### src/rtl/bus_pkg.sv
// Shared definitions for the bus wait-state bridge.
// Holds the handshake FSM state type, the timer width used by the
// access watchdog, and the default data value returned to the core
// when an access is aborted.
package bus_pkg;

  // Width of the access watchdog counter.
  localparam int TIMER_W = 8;

  // Value driven onto DB when a read is aborted by the watchdog.
  localparam logic [7:0] ERR_DATA_DEFAULT = 8'hFF;

  // READY: core may advance, a new access is launched when rdy_in is high.
  // WAIT : an access is outstanding, the core is stalled.
  typedef enum logic {
    READY = 1'b0,
    WAIT  = 1'b1
  } busState_e;

endpackage

### src/rtl/bus_timer.sv
// Saturating watchdog counter.
// Counts enabled cycles since the last clear and flags when the count
// reaches TIMEOUT-1, so the owner can abort on the TIMEOUT-th cycle.
// Ports:
//   clk        clock
//   reset      synchronous active-low reset
//   clear_i    restart the count at zero (wins over enable)
//   enable_i   advance the count by one, sticking at all-ones
//   terminal_o high while the count equals TIMEOUT-1
module bus_timer
  import bus_pkg::*;
#(
  parameter int TIMEOUT = 255
) (
  input  logic clk,
  input  logic reset,
  input  logic clear_i,
  input  logic enable_i,
  output logic terminal_o
);

  logic [TIMER_W-1:0] count_q;
  logic [TIMER_W-1:0] count_d;

  // Clear has priority; the count stops at all-ones instead of wrapping so
  // a long stall can never alias back into a small count.
  always_comb begin
    count_d = count_q;
    if (clear_i) begin
      count_d = '0;
    end else if (enable_i && (count_q != '1)) begin
      count_d = count_q + 1'b1;
    end
  end

  always_ff @(posedge clk) begin
    if (!reset) begin
      count_q <= '0;
    end else begin
      count_q <= count_d;
    end
  end

  assign terminal_o = (count_q == TIMER_W'(TIMEOUT - 1));

endmodule

### src/rtl/bus_wait.sv
// Memory bridge between the core's per-cycle bus and a req/ack memory.
// Each core cycle launches one access and stalls the core (rdy low) until
// the memory acknowledges it or the watchdog aborts it.
// Ports:
//   clk, reset            clock, synchronous active-low reset
//   AB, WE, DO, sync      core address, write enable, write data, fetch marker
//   rdy_in                external ready; rdy_out = READY & rdy_in
//   rdy                   advance enable to the core (only combinational output)
//   DB                    registered read data returned to the core
//   mem_req               access request, held until ack or abort
//   mem_we, mem_fetch     captured write / opcode-fetch qualifiers
//   mem_addr, mem_wdata   captured address and write data
//   mem_ack, mem_rdata    single-cycle completion pulse and read data
//   bus_err, err_clr      sticky abort flag and its clear
module bus_wait
  import bus_pkg::*;
#(
  parameter int                 ADDR_W   = 16,
  parameter int                 DATA_W   = 8,
  parameter int                 TIMEOUT  = 255,
  parameter logic [DATA_W-1:0]  ERR_DATA = DATA_W'(ERR_DATA_DEFAULT)
) (
  input  logic              clk,
  input  logic              reset,
  input  logic [ADDR_W-1:0] AB,
  input  logic              WE,
  input  logic [DATA_W-1:0] DO,
  input  logic              sync,
  input  logic              rdy_in,
  output logic              rdy,
  output logic [DATA_W-1:0] DB,
  output logic              mem_req,
  output logic              mem_we,
  output logic              mem_fetch,
  output logic [ADDR_W-1:0] mem_addr,
  output logic [DATA_W-1:0] mem_wdata,
  input  logic              mem_ack,
  input  logic [DATA_W-1:0] mem_rdata,
  output logic              bus_err,
  input  logic              err_clr
);

  busState_e         state_q, state_d;
  logic [DATA_W-1:0] db_q, db_d;
  logic              memReq_q, memReq_d;
  logic              memWe_q, memWe_d;
  logic              memFetch_q, memFetch_d;
  logic [ADDR_W-1:0] memAddr_q, memAddr_d;
  logic [DATA_W-1:0] memWdata_q, memWdata_d;
  logic              busErr_q, busErr_d;
  logic              timerClear;
  logic              timerEnable;
  logic              timerTerm;
  logic              timeout;

  assign rdy = (state_q == READY) & rdy_in;

  // The watchdog restarts when an access is launched and counts every
  // cycle spent waiting for the acknowledge.
  bus_timer #(
    .TIMEOUT(TIMEOUT)
  ) u_timer (
    .clk       (clk),
    .reset     (reset),
    .clear_i   (timerClear),
    .enable_i  (timerEnable),
    .terminal_o(timerTerm)
  );

  // Handshake FSM. Captured request fields stay frozen between launches so
  // the memory sees a stable request for the whole access. An ack seen in
  // the terminal cycle completes the access normally, so it is checked
  // before the timeout. Acks in READY are spurious and fall through.
  always_comb begin
    state_d     = state_q;
    db_d        = db_q;
    memReq_d    = memReq_q;
    memWe_d     = memWe_q;
    memFetch_d  = memFetch_q;
    memAddr_d   = memAddr_q;
    memWdata_d  = memWdata_q;
    timerClear  = 1'b0;
    timerEnable = 1'b0;
    timeout     = 1'b0;

    case (state_q)
      READY: begin
        if (rdy_in) begin
          memAddr_d  = AB;
          memWe_d    = WE;
          memWdata_d = DO;
          memFetch_d = sync;
          memReq_d   = 1'b1;
          timerClear = 1'b1;
          state_d    = WAIT;
        end
      end
      WAIT: begin
        timerEnable = 1'b1;
        if (mem_ack) begin
          if (!memWe_q) begin
            db_d = mem_rdata;
          end
          memReq_d = 1'b0;
          state_d  = READY;
        end else if (timerTerm) begin
          if (!memWe_q) begin
            db_d = ERR_DATA;
          end
          timeout  = 1'b1;
          memReq_d = 1'b0;
          state_d  = READY;
        end
      end
      default: begin
        state_d = READY;
      end
    endcase

    // A timeout in the same cycle as a clear leaves the flag set.
    busErr_d = busErr_q;
    if (err_clr) begin
      busErr_d = 1'b0;
    end
    if (timeout) begin
      busErr_d = 1'b1;
    end
  end

  always_ff @(posedge clk) begin
    if (!reset) begin
      state_q    <= READY;
      db_q       <= '0;
      memReq_q   <= 1'b0;
      memWe_q    <= 1'b0;
      memFetch_q <= 1'b0;
      memAddr_q  <= '0;
      memWdata_q <= '0;
      busErr_q   <= 1'b0;
    end else begin
      state_q    <= state_d;
      db_q       <= db_d;
      memReq_q   <= memReq_d;
      memWe_q    <= memWe_d;
      memFetch_q <= memFetch_d;
      memAddr_q  <= memAddr_d;
      memWdata_q <= memWdata_d;
      busErr_q   <= busErr_d;
    end
  end

  assign DB        = db_q;
  assign mem_req   = memReq_q;
  assign mem_we    = memWe_q;
  assign mem_fetch = memFetch_q;
  assign mem_addr  = memAddr_q;
  assign mem_wdata = memWdata_q;
  assign bus_err   = busErr_q;

endmodule

### config.mk
export PLATFORM = sky130hd
export DESIGN_NAME = bus_wait
export DESIGN_NICKNAME = d
export VERILOG_FILES = /design/src/rtl/bus_pkg.sv /design/src/rtl/bus_timer.sv /design/src/rtl/bus_wait.sv
export SDC_FILE = /design/constraint.sdc
export NUM_CORES = 1
export LEC_CHECK = 0
export BUFFER_PORTS_ARGS = -buffer_cell sky130_fd_sc_hd__buf_2
export CORE_AREA = 5 5 76 78
export CTS_CLUSTER_SIZE = 25
export DETAILED_ROUTE_END_ITERATION = 16
export DIE_AREA = 0 0 81 83
export GPL_TIMING_DRIVEN = 0
export PLACE_DENSITY = 0.66
export SLEW_MARGIN = 20
export SYNTH_ARGS = -nofsm -noshare
export SYNTH_HDL_FRONTEND = slang
export SYNTH_SLANG_ARGS = --single-unit
### constraint.sdc
create_clock -name clk -period 1.5 [get_ports clk]
set_input_delay 0 -clock clk [delete_from_list [all_inputs] [get_ports clk]]
set_output_delay 0 -clock clk [all_outputs]
set_load 0.005 [all_outputs]
==> flow_summary.yaml <==
sta:
  min_period_ns: 1.38
  max_freq_mhz: 724
  setup_violations: 0
  worst_pin_slew_ns: 0.416
  finalSetupTns_ns: 0
  maxSlewViolCount: 0
  fin_skew_ns: 0.0124
  slew_headroom_pct: 72.3
  min_period_over_period_pct: 92.1
  hold_slack_ns: 0.0465
  finalHoldViolations: 0
  fin_ws_ns: 0.118
  rsz0062_at_grt: "no"
synthesis:
  ys.flop_type: "dfxtp_1"
  synthArstFlopShare_pct: 0
  yosysTopAreaCell: "dfxtp_1"
  seq_area_frac_synth_pct: 46.5
  synth_seq_cells: 45
  synth_compound_area_share_pct: 24.5
  synth-edff-count: 0
  synthTopCellsByArea: "dfxtp_1, nand2_1, a21boi_0"
  yosysTopAreaCellShare_pct: 46.5
  synthSimpleGateAreaFrac_pct: 20.9
  ys_warn_count: 0
  yosysUniqueCellTypes: 37
  syn_area_sq_um: 1940
  syn_area_per_cell_sq_um: 8.97
  synthesis.nets: 257
  synth.area.mux_share_pct: 1.55
  synth_adder_area_share_pct: 1.29
  syn_inst: 216
  synth_xor_area_share_pct: 0
  synth_top_family_by_area: "compound AO/OA/AOI/OAI gates"
critical_path:
  slowest_delay_ns: 0.36
  crit_fanout: 7
  path_buf_inv: 0
  slowest_stage: "dfxtp_1"
  setup.worst_path.end_class: "register"
  cp.required_ns: 1.73
  critPathKind: "reg2reg"
  crit_family: "flip-flops"
  critPathLaunchType: "register"
  cp_data_arrival_time_ns: 1.61
  crit_path_cell_trace: "ha_2, and3_1, a211oi_1, mux2i_1"
place:
  dpl.hpwl_um: 3630
  place_ws_ns: 0.0513
  portBuffers: 74
  place_inst: 360
  routabilityCongestion: 0.857
  place_area_sq_um: 2390
clock_tree:
  post_cts_buffers: 0
  h-tree-depth: 2
  cts_buffers: 5
  numClockSinks: 45
  cts_tree: "built"
  clk_pin_slew_ns: 0.08
  cts_root_buf: "clkbuf_8"
  cts_max_path_buffers: 2
  clock_latency_ns: 0.29
layout:
  drive_above_1_share_pct: 30.7
  stdcell_area_sq_um: 2750
  final_cells: 393
  fin_util_pct: 54.9
  area_delta_synth_final_pct: 41.9
  final_nets: 364
  antenna_cells: 0
detailed_routing:
  avgRoutedWirePerCell_um: 12.9
  viasPerCell: 4.80
  final_antenna_net_count: 0
  finalWirelength_um: 5070
  first_pass_iters: 4
  drtIter0Drc: 127
  drc_errors: 0
  vias: 1886
die:
  rows: 26
  ios: 76
  die_h_um: 83
  initial_utilization_pct: 38.7
  die_w_um: 81
  die-area_sq_um: 6720
  fp.coreArea_sq_um: 5010
grt:
  grt_usage_pct: 16.2
  grt_pass1_wl_um: 8670
  grt_max_degree: 15
  antenna_found_initial: 0
  grt_pass1_vias: 1904
  overflow: 0
pwr:
  leakagePower_nw: 1.20
  power_mw: 2.38
  p_per_area_nw_per_um2: 867
  peakVddDrop_mv: 0.572
worst_hold_path:
  hold_class: "in2reg"
job:
  maxCapViolations: 0
outcome:
  status: "completed"
cells in the mapped netlist, drive strengths merged, types with 3 or more instances:
cell	number
nand2b	9
a21boi	26
mux2i	3
o21a	8
inv	6
nand2	56
nand3	7
o311a	8
buf	10
clkbuf	5
a211oi	4
dfxtp	45
nand4	4
o21ai	3
a21oi	3
metal layers:
layer	GRT usage, %	vias up	routed length [um]
li1	-	964	-
met1	19.5	876	2170
met2	27.8	39	2650
met3	2.92	7	177
met4	6.30	0	76
met5	0	-	0
logic make-up after synthesis:
kind of cell,Yosys count
AOI/OAI and AO/OA,59
and+or+nand+nor,86
DFF,45
adders and majority gates,2
buffers and inverters,21
muxes,3
layout make-up:
type / count / area (sq um)
inverter: 6 / 22.5
fill: 501 / 2260
clock buffer: 5 / 68.8
clock inverter: 2 / 13.8
tap: 70 / 87.6
timing repair buffer: 100 / 631
buffer: 15 / 78.8
sequential: 45 / 901
multi-input combinational: 150 / 946
sequential cells by signal, summed over array words and instances, names as in the netlist:
signal           cells
DB                   8
mem_addr            16
mem_wdata            8
mem_req              1
mem_we               1
state_q              1
u_timer.count_q      8
bus_err              1
mem_fetch            1
worst paths after layout:
path | from | to | slack (ns) | cells after the start
worst min register to register | mem_wdata[0] | mem_wdata[0] | 0.47 | 2
worst min-delay path | err_clr | bus_err | 0.05 | 3
worst max-delay path | u_timer.count_q[0] | u_timer.count_q[7] | 0.12 | 4
worst max register to register | u_timer.count_q[0] | u_timer.count_q[7] | 0.12 | 4
cell usage in the layout, fill, tap and decap left out, types with 2 or more instances in the layout:
master,instances
buf_2,82
nand2_1,56
dfxtp_1,45
dlygate4sd3_1,26
a21boi_0,25
nand2b_1,9
o311a_1,8
o21a_1,8
nand3_1,7
inv_1,5
clkbuf_8,5
clkbuf_1,4
a211oi_1,4
mux2i_1,3
nand4_1,3
a21oi_1,3
nand3b_1,2
a31oi_1,2
repair_timing:
action	CTS	global route
endpoints found under the hold margin	26	0
hold buffers	26	0
setup endpoints to repair	0	11
resized for setup	0	5
worst min-delay path: cells and delay by family:
kind / cells / cell delay (ns)
AND/OR/NAND/NOR: 1 / 0.15
buffers and inverters: 1 / 0.08
AO/OA/AOI/OAI: 1 / 0.06
power breakdown:
| part | switching, mW | leakage [nW] | internal [mW] |
|---|---|---|---|
| clock network | 0.398 | 0.0444 | 0.322 |
| registers | 0.0347 | 0.368 | 1.25 |
| logic | 0.173 | 0.791 | 0.203 |
No activity file was read; power rests on OpenSTA's default activity.
